--- src/rtl/tag_alloc_scheduler.sv ---
// -----------------------------------------------------------------------------
// tag_alloc_scheduler
//
// Arbitrates AR requests from NUM_REQ requesters, obtains a unique ID from an
// external tag allocator, and forwards one remapped AR downstream at a time.
// Released unique IDs are queued in a small FIFO and returned to the allocator
// one at a time.
//
// Alloc path : IDLE -> ALLOC -> HOLD -> IDLE (one AR in flight)
// Free path  : FIDLE -> FWAIT -> FIDLE       (one free in flight)
// The two paths run independently of each other.
//
// Ports
//   clk            clock, rising edge
//   rst            asynchronous active-low reset
//   req_valid      per-requester AR valid
//   req_id         per-requester original ID, lane i at [i*ID_WIDTH +: ID_WIDTH]
//   req_ready      per-requester accept (winner only, on the grant cycle)
//   alloc_req      request to allocator
//   alloc_orig_id  original ID presented to allocator
//   alloc_gnt      same-cycle allocator grant
//   alloc_uid      unique ID returned with the grant
//   out_valid      remapped AR valid
//   out_uid        remapped ID
//   out_src        winning requester index
//   out_ready      downstream accept
//   rel_valid      release request
//   rel_uid        unique ID to release
//   rel_ready      release FIFO not full
//   free_req       free request to allocator (one cycle per entry)
//   free_uid       unique ID being freed
//   free_ack       allocator free acknowledge, one cycle after free_req
//   done_valid     one-cycle pulse after free_ack is seen
//   done_id        restored original ID, sampled together with free_req
//   stall_cnt      (TAG_SCHED_STALL_CNT_EN only) saturating count of ALLOC
//                  cycles without a grant
//
// Optional feature macro: TAG_SCHED_STALL_CNT_EN
// -----------------------------------------------------------------------------
module tag_alloc_scheduler #(
    parameter int ID_WIDTH   = 4,
    parameter int UID_W      = 4,
    parameter int NUM_REQ    = 2,
    parameter int FREE_DEPTH = 4
) (
    input  logic                        clk,
    input  logic                        rst,
    input  logic [NUM_REQ-1:0]          req_valid,
    input  logic [NUM_REQ*ID_WIDTH-1:0] req_id,
    output logic [NUM_REQ-1:0]          req_ready,
    output logic                        alloc_req,
    output logic [ID_WIDTH-1:0]         alloc_orig_id,
    input  logic                        alloc_gnt,
    input  logic [UID_W-1:0]            alloc_uid,
    output logic                        out_valid,
    output logic [UID_W-1:0]            out_uid,
    output logic [$clog2(NUM_REQ)-1:0]  out_src,
    input  logic                        out_ready,
    input  logic                        rel_valid,
    input  logic [UID_W-1:0]            rel_uid,
    output logic                        rel_ready,
    output logic                        free_req,
    output logic [UID_W-1:0]            free_uid,
    input  logic                        free_ack,
    output logic                        done_valid,
    input  logic [ID_WIDTH-1:0]         done_id
`ifdef TAG_SCHED_STALL_CNT_EN
    ,
    output logic [15:0]                 stall_cnt
`endif
);

    localparam int SW = $clog2(NUM_REQ);
    localparam int PW = $clog2(FREE_DEPTH) + 1;
    localparam int AW = PW - 1;
    localparam logic [SW-1:0] LAST_INIT = SW'(NUM_REQ - 1);

    typedef enum logic [1:0] {
        IDLE  = 2'b00,
        ALLOC = 2'b01,
        HOLD  = 2'b10
    } alloc_state_t;

    typedef enum logic {
        FIDLE = 1'b0,
        FWAIT = 1'b1
    } free_state_t;

    // ---------------------------------------------------------------- alloc
    alloc_state_t          alloc_state_r;
    alloc_state_t          alloc_next_s;
    logic [SW-1:0]         win_r;
    logic [SW-1:0]         last_r;
    logic [ID_WIDTH-1:0]   id_r;
    logic [UID_W-1:0]      uid_r;
    logic [SW-1:0]         win_s;
    logic                  any_s;
    logic [ID_WIDTH-1:0]   sel_id_s;

    // Round-robin search starting one past the last winner, wrapping at NUM_REQ-1.
    always_comb begin
        win_s = last_r;
        any_s = 1'b0;
        for (int k = 1; k <= NUM_REQ; k++) begin
            int idx;
            idx = int'(last_r) + k;
            if (idx >= NUM_REQ) begin
                idx = idx - NUM_REQ;
            end else begin
                idx = idx;
            end
            if (!any_s && req_valid[idx]) begin
                any_s = 1'b1;
                win_s = SW'(idx);
            end else begin
                any_s = any_s;
            end
        end
    end

    assign sel_id_s = req_id[win_s*ID_WIDTH +: ID_WIDTH];

    // Alloc FSM next-state.
    always_comb begin
        alloc_next_s = alloc_state_r;
        case (alloc_state_r)
            IDLE: begin
                if (any_s) alloc_next_s = ALLOC;
                else       alloc_next_s = IDLE;
            end
            ALLOC: begin
                if (alloc_gnt) alloc_next_s = HOLD;
                else           alloc_next_s = ALLOC;
            end
            HOLD: begin
                if (out_ready) alloc_next_s = IDLE;
                else           alloc_next_s = HOLD;
            end
            default: alloc_next_s = IDLE;
        endcase
    end

    // Alloc FSM state, winner/ID latch on arbitration, unique ID latch on grant.
    always_ff @(posedge clk or negedge rst) begin
        if (!rst) begin
            alloc_state_r <= IDLE;
            win_r         <= {SW{1'b0}};
            last_r        <= LAST_INIT;
            id_r          <= {ID_WIDTH{1'b0}};
            uid_r         <= {UID_W{1'b0}};
        end else begin
            alloc_state_r <= alloc_next_s;
            if (alloc_state_r == IDLE && any_s) begin
                win_r  <= win_s;
                last_r <= win_s;
                id_r   <= sel_id_s;
            end
            if (alloc_state_r == ALLOC && alloc_gnt) begin
                uid_r <= alloc_uid;
            end
        end
    end

    // Accept is pulsed only for the latched winner, in the grant cycle.
    always_comb begin
        req_ready = {NUM_REQ{1'b0}};
        if (alloc_state_r == ALLOC && alloc_gnt) begin
            req_ready[win_r] = 1'b1;
        end else begin
            req_ready = {NUM_REQ{1'b0}};
        end
    end

    // Outputs are decoded from state registers and read as zero when inactive.
    assign alloc_req     = (alloc_state_r == ALLOC);
    assign alloc_orig_id = alloc_req ? id_r : {ID_WIDTH{1'b0}};
    assign out_valid     = (alloc_state_r == HOLD);
    assign out_uid       = out_valid ? uid_r : {UID_W{1'b0}};
    assign out_src       = out_valid ? win_r : {SW{1'b0}};

`ifdef TAG_SCHED_STALL_CNT_EN
    logic [15:0] stall_cnt_r;

    // Saturating count of ALLOC cycles that did not receive a grant.
    always_ff @(posedge clk or negedge rst) begin
        if (!rst) begin
            stall_cnt_r <= 16'h0000;
        end else if (alloc_state_r == ALLOC && !alloc_gnt && stall_cnt_r != 16'hFFFF) begin
            stall_cnt_r <= stall_cnt_r + 16'h0001;
        end
    end

    assign stall_cnt = stall_cnt_r;
`endif

    // ---------------------------------------------------------- release FIFO
    logic [UID_W-1:0]    fifo_mem_r [FREE_DEPTH];
    logic [PW-1:0]       wr_ptr_r;
    logic [PW-1:0]       rd_ptr_r;
    logic                fifo_empty_s;
    logic                fifo_full_s;
    logic                push_s;
    logic                pop_s;

    // Extra MSB distinguishes full from empty when the index bits match.
    assign fifo_empty_s = (wr_ptr_r == rd_ptr_r);
    assign fifo_full_s  = (wr_ptr_r[PW-1] != rd_ptr_r[PW-1]) &&
                          (wr_ptr_r[AW-1:0] == rd_ptr_r[AW-1:0]);
    assign rel_ready    = !fifo_full_s;
    assign push_s       = rel_valid && !fifo_full_s;

    // FIFO storage and pointers.
    always_ff @(posedge clk or negedge rst) begin
        if (!rst) begin
            wr_ptr_r <= {PW{1'b0}};
            rd_ptr_r <= {PW{1'b0}};
            for (int i = 0; i < FREE_DEPTH; i++) begin
                fifo_mem_r[i] <= {UID_W{1'b0}};
            end
        end else begin
            if (push_s) begin
                fifo_mem_r[wr_ptr_r[AW-1:0]] <= rel_uid;
                wr_ptr_r <= wr_ptr_r + {{(PW-1){1'b0}}, 1'b1};
            end
            if (pop_s) begin
                rd_ptr_r <= rd_ptr_r + {{(PW-1){1'b0}}, 1'b1};
            end
        end
    end

    // --------------------------------------------------------------- free
    free_state_t         free_state_r;
    free_state_t         free_next_s;
    logic                done_valid_r;
    logic [ID_WIDTH-1:0] done_id_r;

    assign free_req = (free_state_r == FIDLE) && !fifo_empty_s;
    assign pop_s    = free_req;
    assign free_uid = free_req ? fifo_mem_r[rd_ptr_r[AW-1:0]] : {UID_W{1'b0}};

    // Free FSM next-state; acks outside FWAIT have no effect.
    always_comb begin
        free_next_s = free_state_r;
        case (free_state_r)
            FIDLE: begin
                if (free_req) free_next_s = FWAIT;
                else          free_next_s = FIDLE;
            end
            FWAIT: begin
                if (free_ack) free_next_s = FIDLE;
                else          free_next_s = FWAIT;
            end
            default: free_next_s = FIDLE;
        endcase
    end

    // Free FSM state, restored-ID capture and done pulse.
    always_ff @(posedge clk or negedge rst) begin
        if (!rst) begin
            free_state_r <= FIDLE;
            done_valid_r <= 1'b0;
            done_id_r    <= {ID_WIDTH{1'b0}};
        end else begin
            free_state_r <= free_next_s;
            done_valid_r <= (free_state_r == FWAIT) && free_ack;
            if (free_req) begin
                done_id_r <= done_id;
            end
        end
    end

    assign done_valid = done_valid_r;

endmodule

--- config.mk ---
export PLATFORM = sky130hd
export DESIGN_NAME = tag_alloc_scheduler
export DESIGN_NICKNAME = d
export VERILOG_FILES = /design/src/rtl/tag_alloc_scheduler.sv
export SDC_FILE = /design/constraint.sdc
export NUM_CORES = 1
export LEC_CHECK = 0
export BUFFER_PORTS_ARGS = -buffer_cell sky130_fd_sc_hd__buf_4
export CORE_ASPECT_RATIO = 1.4
export CORE_MARGIN = 2
export CORE_UTILIZATION = 50
export DETAILED_ROUTE_END_ITERATION = 10
export PLACE_DENSITY = 0.87
export SYNTH_ARGS = -nofsm -noshare
export SYNTH_HDL_FRONTEND = slang
export SYNTH_SLANG_ARGS = --single-unit
--- constraint.sdc ---
create_clock -name clk -period 2.25 [get_ports clk]
set_clock_uncertainty 0.2 [all_clocks]
set_input_delay 0 -clock clk [delete_from_list [all_inputs] [get_ports clk]]
set_output_delay 0 -clock clk [all_outputs]
set_load 0.01 [all_outputs]
## After elaboration in Yosys (flattened, before gate mapping)

Cells that the tools add are included.

| storage, ports and cells | value |
|---|---|
| register bits after elaboration | 36 |
| logic and storage cells | 82 |

| cells by class | value |
|---|---|
| add/subtract/negate cells | 6 |
| order comparisons | 9 |
| equal/unequal tests | 5 |
| shift operators | 1 |
| mux-type cells | 32 |
| bitwise logic cells | 3 |
| reductions and logical operators | 13 |

Operators by type and width:

| kind | number |
|---|---|
| 32-bit by 3-bit < comparator with 1-bit output, second input constant | 2 |
| 32-bit 2-to-1 mux | 2 |
| 4-bit 2-to-1 mux | 6 |
| 16-bit bitwise mux | 1 |
| 1-bit 2-to-1 mux | 15 |
| 1-bit logical AND | 9 |
| 4-bit binary-select mux with 2-bit select | 1 |
| 4-bit demux with 2-bit select | 1 |
| 8-bit by 4-bit variable part select with 4-bit output | 1 |
| 3-bit by 1-bit adder with 3-bit output, second input constant | 2 |
| 3-bit >= comparator, second input constant | 2 |
| 2-bit 2-to-1 mux | 3 |
| 2-bit inverter with 3-bit output | 2 |
| 2-bit one-hot mux with 3 select lines | 1 |
| 3-bit by 2-bit subtractor with 4-bit output, second input constant | 1 |
| 1-bit by 2-bit adder with 3-bit output, second input constant | 1 |
| 3-bit equality test | 1 |
| 3-bit by 2-bit >= comparator with 1-bit output, second input constant | 1 |
| 1-bit logical NOT | 3 |
| 3-bit by 1-bit < comparator with 1-bit output, second input constant | 1 |
| 2-bit by 2-bit subtractor with 3-bit output, second input constant | 1 |
| 1-bit by 1-bit adder with 2-bit output, second input constant | 1 |
| 2-bit by 1-bit equality test with 1-bit output, second input constant | 1 |
| 2-bit equality test | 1 |
| other kinds (9) | 9 |

## Longest topological paths before layout

Gate-level depths: netlist of the first run.

| logic depth | value |
|---|---|
| depth after elaboration | 12 |
| mapped depth | 5 |
| depth with buffers taken out | 5 |

## Worst setup path before layout of the first run

No wires, ideal clock.

| path | value |
|---|---|
| kind | reg-to-reg |
| start | reg rd_ptr_r[0] |
| end | reg wr_ptr_r[1] |
| library setup time | 125 ps |
| arrival time | 1,477 ps |
| setup slack | 448 ps |
| stages on the path, launching flop included | 5 |
| period minus slack after synthesis | 1,802 ps |
| path through | dfrtp_1 > buf_2 > xor2_1 > o31ai_1 > mux2_2 |

| between the ends | value |
|---|---|
| cells in the longest elaborated chain, start to end | 4 |

Ends and longest elaborated chain:

| item | RTL line | text |
|---|---|---|
| from (decl) | 199 | `logic [PW-1:0] rd_ptr_r;` |
| from (signal assigned) | 216 | `rd_ptr_r <= {PW{1'b0}};` |
| from (signal assigned) | 226 | `rd_ptr_r <= rd_ptr_r + {{(PW-1){1'b0}}, 1'b1};` |
| 2-bit equality test | 208 | `(wr_ptr_r[AW-1:0] == rd_ptr_r[AW-1:0]);` |
| 1-bit logical AND | 207 | `assign fifo_full_s = (wr_ptr_r[PW-1] != rd_ptr_r[PW-1]) &&` |
| 1-bit logical NOT | 210 | `assign push_s = rel_valid && !fifo_full_s;` |
| 1-bit logical AND | 210 |  |
| to (signal assigned) | 215 | `wr_ptr_r <= {PW{1'b0}};` |
| to (signal assigned) | 223 | `wr_ptr_r <= wr_ptr_r + {{(PW-1){1'b0}}, 1'b1};` |
| to (decl) | 198 | `logic [PW-1:0] wr_ptr_r;` |

No other way between the ends.
A chain may end at the register's enable or synchronous reset.

## Worst setup path after layout of the first run

| path | value |
|---|---|
| start | reg rd_ptr_r[1] |
| end | out free_uid[1] |

| between the ends | value |
|---|---|
| cells in the longest elaborated chain, start to end | 5 |
| elaborated cells between the ends (all ways) | 8 |
| classes of those cells | 1 x eq/ne; 4 x mux; 1 x bitwise; 2 x reduce/logical |

Ends and longest elaborated chain:

| item | RTL line | text |
|---|---|---|
| 2-bit inverter with 3-bit output (not written as such) | 239 | `assign free_uid = free_req ? fifo_mem_r[rd_ptr_r[AW-1:0]] : {UID_W{1'b0}};` |
| 4-bit binary-select mux with 2-bit select | 239 |  |
| 4-bit 2-to-1 mux (not written as such) (2 in series) | 239 |  |
| 4-bit 2-to-1 mux (*) | 239 |  |
| to (decl) | 63 | `output logic [UID_W-1:0] free_uid,` |

Every way passes the cells marked *; elsewhere a longest branch is shown, timed or not. The select of a mux whose other input is x is not followed.

==> reports/results.txt, run 1 <==
layout cell share with drive strength beyond 1 -> 0.405
Placer Congestion -> 0.832
total CTS buffers -> 5
P per Cell Area -> 1390 mW/mm2
GRT Total Usage -> 0.240
Post-Place Worst Slack -> 356 ps
Final WS setup -> 270 ps
Post-Synth XOR/XNOR Area -> 0.0651
number of global-route vias before repair -> 1,653
clock tree buffer depth -> 2
largest family of logic cells by synthesized area -> multiplexers
cells after synthesis -> 147
final hold violations -> 8
vias per inst -> 5.46
Final Critical Period -> 1980 ps
Routed met2 length -> 2.42 mm
Compound-Gate Fraction of Synth Area -> 0.0981
Clock transition at path regs -> 70 ps
Crit Path Class -> reg -> out
initial drt markers -> 29
worst hold slack -> -8.09 ps
wire length on met1 -> 1.71 mm
row count -> 26
Achievable Freq -> 0.505 GHz
period utilization -> 0.880
CTS tree -> yes
dpl hpwl -> 2.91 mm
adder-cell share of the synthesized area -> 0.0336
max_slew headroom -> 0.707
worst-path maximum fanout -> 8
Pleak -> 0.00118 uW
CTS Sinks -> 36
Initial Util -> 0.516
Vias -> 1,468
antenna violation net count after detailed routing -> 0
nets@finish -> 259
Post-Route WL -> 4.50 mm
RSZ-0062 raised after global routing -> false
first drt pass iteration count -> 4
clk_lat worst skew -> 290 ps
Layout area overhead -> 41.9%
total of max-cap violations -> 0
chip width -> 55.6 um
CP required -> 2050 ps
Setup Buffers After CTS -> 0
die area -> 0.00424 mm2
CORE AREA -> 0.00361 mm2
YS warnings -> 0
detailed-route DRC error count -> 0
PortBufs -> 43
Synth Cell Area -> 0.00186 mm2
n_diodes -> 0
Worst Tran Pin Value -> 437 ps
register bit total from synthesis -> 36
Hold Path Class -> in -> async
final-layout fill cell count -> 227
global-route wire length before repair -> 8.00 mm
CP Capture Type -> output pin
initial antenna violation count -> 0
setup TNS -> 0 ps
failing checks -> negative hold slack
Post-Synth Simple-Gate Area -> 0.104
met3 wire len -> 265 um
post-cts repair resize count -> 0
multiplexer share of the synthesized area -> 0.193
gr ovfl total -> 0
status -> complete, but fails checks
Max H-tree Level -> 2
Avg Inst Size Synth -> 12.7 um2
Startpoint Class -> register
top sig layer -> met4
WL/cell -> 16.7 um
Root Driver -> clkbuf_8
Cell variety after synth -> 29
maximum VDD drop -> 0.990 mV
post-synthesis sequential area ratio -> 0.484
Mapped Nets -> 180
Tot Pwr -> 3680 uW
Setup Viol. Count Final -> 0
largest net degree at the start of global routing -> 37
Slew Viols, Final -> 0
Critical Path AT -> 1780 ps
Die Y -> 76.2 um
I/O pin count -> 48
==> layer usage <==
metal  track usage  vias to the layer above
li1              -                      674
met1         0.266                      730
met2         0.431                       54
met3        0.0662                       10
met4        0.0878                        0
met5             0                        -
==> where the power goes <==
| part | internal (uW) | leakage (uW) | switching [uW] |
|---|---|---|---|
| combinational | 1030 | 0.000705 | 880 |
| clock | 280 | 0.0000515 | 229 |
| sequential | 988 | 0.000422 | 282 |
==> sequential cells by signal (all words and copies together), names as in the netlist <==
name           flops
fifo_mem_r        16
id_r               4
uid_r              4
rd_ptr_r           3
wr_ptr_r           3
alloc_state_r      2
done_valid         1
free_state_r       1
last_r             1
win_r              1
==> cell usage after synthesis <==
library cell | number | area share
a21o_1 | 1 | 0.0040
a21oi_1 | 4 | 0.011
a31oi_1 | 4 | 0.013
a31oi_2 | 3 | 0.020
a31oi_4 | 1 | 0.011
a41oi_1 | 1 | 0.0047
and2_1 | 12 | 0.040
and3_1 | 1 | 0.0034
buf_2 | 2 | 0.0054
clkbuf_1 | 2 | 0.0040
dfrtp_1 | 35 | 0.47
dfstp_2 | 1 | 0.014
ha_1 | 5 | 0.034
inv_1 | 6 | 0.012
mux2_2 | 24 | 0.15
mux4_2 | 4 | 0.048
nand2_1 | 6 | 0.012
nand3_1 | 5 | 0.013
nor2_1 | 4 | 0.0081
nor2b_1 | 6 | 0.020
o21ai_0 | 5 | 0.013
o311ai_0 | 1 | 0.0047
o31ai_1 | 1 | 0.0040
o31ai_4 | 1 | 0.011
or2_2 | 2 | 0.0067
xnor2_1 | 4 | 0.019
xnor2_2 | 2 | 0.017
xor2_1 | 3 | 0.014
xor2_4 | 1 | 0.015
==> critical path, stage by stage (launching register included) <==
cell     delay [ps]
dfrtp_1         580
xor2_1          360
o31ai_4          90
buf_4           180
nor2b_1         150
buf_4           140
==> cell usage in the layout (no fill, tap or decap), types with 2 or more instances in the layout <==
cell type / n
clkbuf_8: 7
nor2b_1: 6
ha_1: 5
dfrtp_1: 35
dlygate4sd3_1: 30
a21oi_1: 4
and2_1: 12
mux2_2: 24
xor2_1: 3
mux4_2: 4
buf_4: 46
nand2_1: 6
o21ai_0: 5
or2_2: 2
a31oi_1: 4
nand3_1: 5
xnor2_2: 2
a31oi_2: 3
nor2_1: 4
inv_1: 6
xnor2_1: 4
==> final cells by class <==
cell class	instances	area (um2)	share of cell area
multi-input cells	101	921	0.348
clock buffers	8	100	0.0379
repair buffers	76	646	0.244
inverters	6	22.5	0.00852
flip-flops and latches	36	902	0.341
well taps	42	52.6	0.0199
==> timing repair <==
| action | CTS | global route |
|---|---|---|
| setup endpoints to repair | 0 | 0 |
| hold buffers | 30 | 0 |
| hold endpoints to repair | 67 | 0 |
==> cells by family (layout without fill, tap and decap cells) <==
family	count (synthesis)	in the layout
muxes	28	28
xor gates and xnor gates	10	10
DFF	36	36
and+or+nand+nor	36	36
buffers and inverters	10	90
AOI/OAI and AO/OA	22	22
adders and majority gates	5	5
==> worst paths after layout <==
kind	startpoint	to	slack, ps	depth (start not counted)
worst max register to register	alloc_state_r[0]	alloc_state_r[1]	350	5
worst min register to register	fifo_mem_r[4]	fifo_mem_r[4]	310	1
worst max-delay path	rd_ptr_r[1]	free_uid[1]	270	5
worst min-delay path	rst	fifo_mem_r[14]	-8	2
min in group clk	alloc_uid[1]	uid_r[1]	290	3
max in group asynchronous	rst	last_r	1510	2
==> metrics by stage <==
step | cell area [um2] | util | cells | hold WS [ps]
finish | 2640 | 0.732 | 269 | -8.09
CTS | 2640 | 0.732 | 269 | 14.9
global route | 2640 | 0.732 | 269 | 32.9
detailed placement | 2240 | 0.621 | 231 | -216
floorplan | 1860 | - | 147 | -496
global placement | 2240 | 0.621 | 231 | -231
Power figures use the tool's default switching activity.
==> run 2, diff against run 1 <==
clock period = 2.5 ns   (was 2.25 ns; I/O delays follow)
==> reports/results.txt, run 2 (synthesized netlist as in run 1, its figures left out) <==
max_slew headroom -> 0.641 (-0.0665)
Startpoint Class -> register
met3 Resource Use GR -> 0.0458 (-0.0204)
antenna violation net count after detailed routing -> 0 (unchanged)
RSZ-0062 raised after global routing -> false
Worst Tran Pin Value -> 537 ps (+101 ps)
PortBufs -> 43 (unchanged)
CP required -> 2520 ps (+470 ps)
clock power share -> 0.126 (-0.012)
chip width -> 55.6 um (unchanged)
Crit Path Class -> reg -> reg
global-route wire length before repair -> 7.59 mm (-5.1%)
sequential share of power -> 0.344 (about the same)
vias per inst -> 5.39 (-1.2%)
Sequential Area -> 902 um2 (unchanged)
Critical Path AT -> 2400 ps (+620 ps)
setup TNS -> 0 ps (unchanged)
row count -> 26 (unchanged)
layout cell share with drive strength beyond 1 -> 0.410 (+0.00462)
CORE AREA -> 0.00361 mm2 (unchanged)
Placer Congestion -> 0.847 (+1.8%)
die area -> 0.00424 mm2 (unchanged)
clock tree buffer depth -> 2 (unchanged)
Largest register FFs -> 16 (unchanged)
Max H-tree Level -> 2 (unchanged)
Post-Place Worst Slack -> 593 ps (+237 ps)
clk_lat worst skew -> 280 ps (about the same)
Initial Util -> 0.516 (unchanged)
CTS Sinks -> 36 (unchanged)
Root Driver -> clkbuf_8
Layout area overhead -> 39.0%
Most common cell on crit path -> dlygate4sd3_1
Clock transition at path regs -> 70 ps (about the same)
Net Switching -> 1270 uW (-8.9%)
WL/cell -> 16.6 um (-0.73%)
number of global-route vias before repair -> 1,547 (-6.4%)
Final Critical Period -> 2380 ps
Vias -> 1,423 (-3.1%)
commonest non-fill, non-tap cell in the layout -> buf_4
grt met1 use -> 0.255 (-0.0111)
post-cts repair resize count -> 0 (unchanged)
multi-input logic area -> 921 um2 (unchanged)
internal power -> 2070 uW (-9.8%)
met2 Resource Use GR -> 0.420 (-0.0107)
Post-Route WL -> 4.39 mm (-2.6%)
GRT Total Usage -> 0.227 (-0.0135)
CTS tree -> yes
total of max-cap violations -> 0 (unchanged)
first drt pass iteration count -> 4 (unchanged)
total CTS buffers -> 5 (unchanged)
period utilization -> 0.952
Pleak -> 0.00115 uW (-2.4%)
GR peak layer -> met2
Combinational Power Share -> 0.530 (+0.013)
Setup Viol. Count Final -> 0 (unchanged)
P per Cell Area -> 1290 mW/mm2 (-7.6%)
dpl hpwl -> 2.93 mm (+0.73%)
Slew Viols, Final -> 0 (unchanged)
final-layout fill cell count -> 233 (+2.6%)
largest net degree at the start of global routing -> 37 (unchanged)
worst-path maximum fanout -> 5 (-3)
I/O pin count -> 48 (unchanged)
Setup Buffers After CTS -> 0 (unchanged)
initial drt markers -> 48 (+66%)
final hold violations -> 0 (-8)
gr ovfl total -> 0 (unchanged)
worst r2r path cells -> 5 (unchanged)
Worst path slowest cell -> dlygate4sd3_1
maximum VDD drop -> 0.861 mV (-13%)
Hold-fix buffers, CTS -> 26 (-13%)
Die Y -> 76.2 um (unchanged)
CP Capture Type -> register
Largest regs -> fifo_mem_r: 16 flops, id_r: 4 flops, uid_r: 4 flops
Post-Place Cell Area -> 0.00224 mm2 (-0.33%)
most frequent cells in the layout -> 45 x buf_4, 35 x dfrtp_1, 26 x dlygate4sd3_1
Hold Path Class -> in -> async
switch share -> 0.380 (+0.00230)
status -> finished clean
CP peak stage delay -> 580 ps (about the same)
n_diodes -> 0 (unchanged)
Finished Cell Area -> 0.00259 mm2 (-2.0%)
Tot Pwr -> 3340 uW (-9.5%)
Biggest register -> fifo_mem_r
nets@finish -> 254 (-1.9%)
Achievable Freq -> 0.420 GHz
worst-path cell chain -> or2_2 -> nand3_1 -> dlygate4sd3_1 -> a31oi_1 -> dlygate4sd3_1
initial antenna violation count -> 0 (unchanged)
Final WS setup -> 120 ps (-150 ps)
detailed-route DRC error count -> 0 (unchanged)
run 2: power groups by stage:
stage / registers [uW] / clock network [uW] / logic [uW]
after floorplan: 1060 / 0 / 1190
after global placement: 1120 / 0 / 1560
after detailed placement: 1150 / 0 / 1630
after CTS: 1140 / 435 / 1760
after global routing: 1190 / 458 / 1920
final: 1150 / 420 / 1770
run 2: cell type report:
type | instances | area share
multi-input combinational | 101 | 0.356
sequential | 36 | 0.348
timing repair buffer | 71 | 0.231
clock buffer | 7 | 0.0333
tap | 42 | 0.0203
inverter | 6 | 0.00870
clock inverter | 1 | 0.00290
run 2: final timing paths:
kind | end | from | slack, ps
worst max-delay path | id_r[3] | last_r | 120
worst min-delay path | fifo_mem_r[11] | rst | 10
worst max register to register | id_r[3] | last_r | 120
worst min register to register | fifo_mem_r[2] | fifo_mem_r[2] | 300
max in group asynchronous | last_r | rst | 1730
min in group clk | win_r | req_valid[1] | 50
run 2: layer usage:
| metal | wire [um] | vias to the layer above |
|---|---|---|
| li1 | - | 661 |
| met1 | 1690 | 700 |
| met2 | 2390 | 54 |
| met3 | 231 | 8 |
| met4 | 84 | 0 |
| met5 | 0 | - |
run 2: stage by stage:
| step | hold WS [ps] | std cells | util |
|---|---|---|---|
| 5_1_grt | 51.9 | 264 | 0.717 |
| 3_3_place_gp | -228 | 230 | 0.619 |
| 3_5_place_dp | -216 | 230 | 0.619 |
| 2_1_floorplan | -496 | 147 | - |
| 6_report | 11.9 | 264 | 0.717 |
| 4_1_cts | 1.36 | 264 | 0.717 |
run 2: worst max-delay path, delay by kind of cell (launching register included):
family,cells,cell delay (ps)
flops,1,560
compound gates,1,180
buf+inv,2,1140
simple gates,2,230
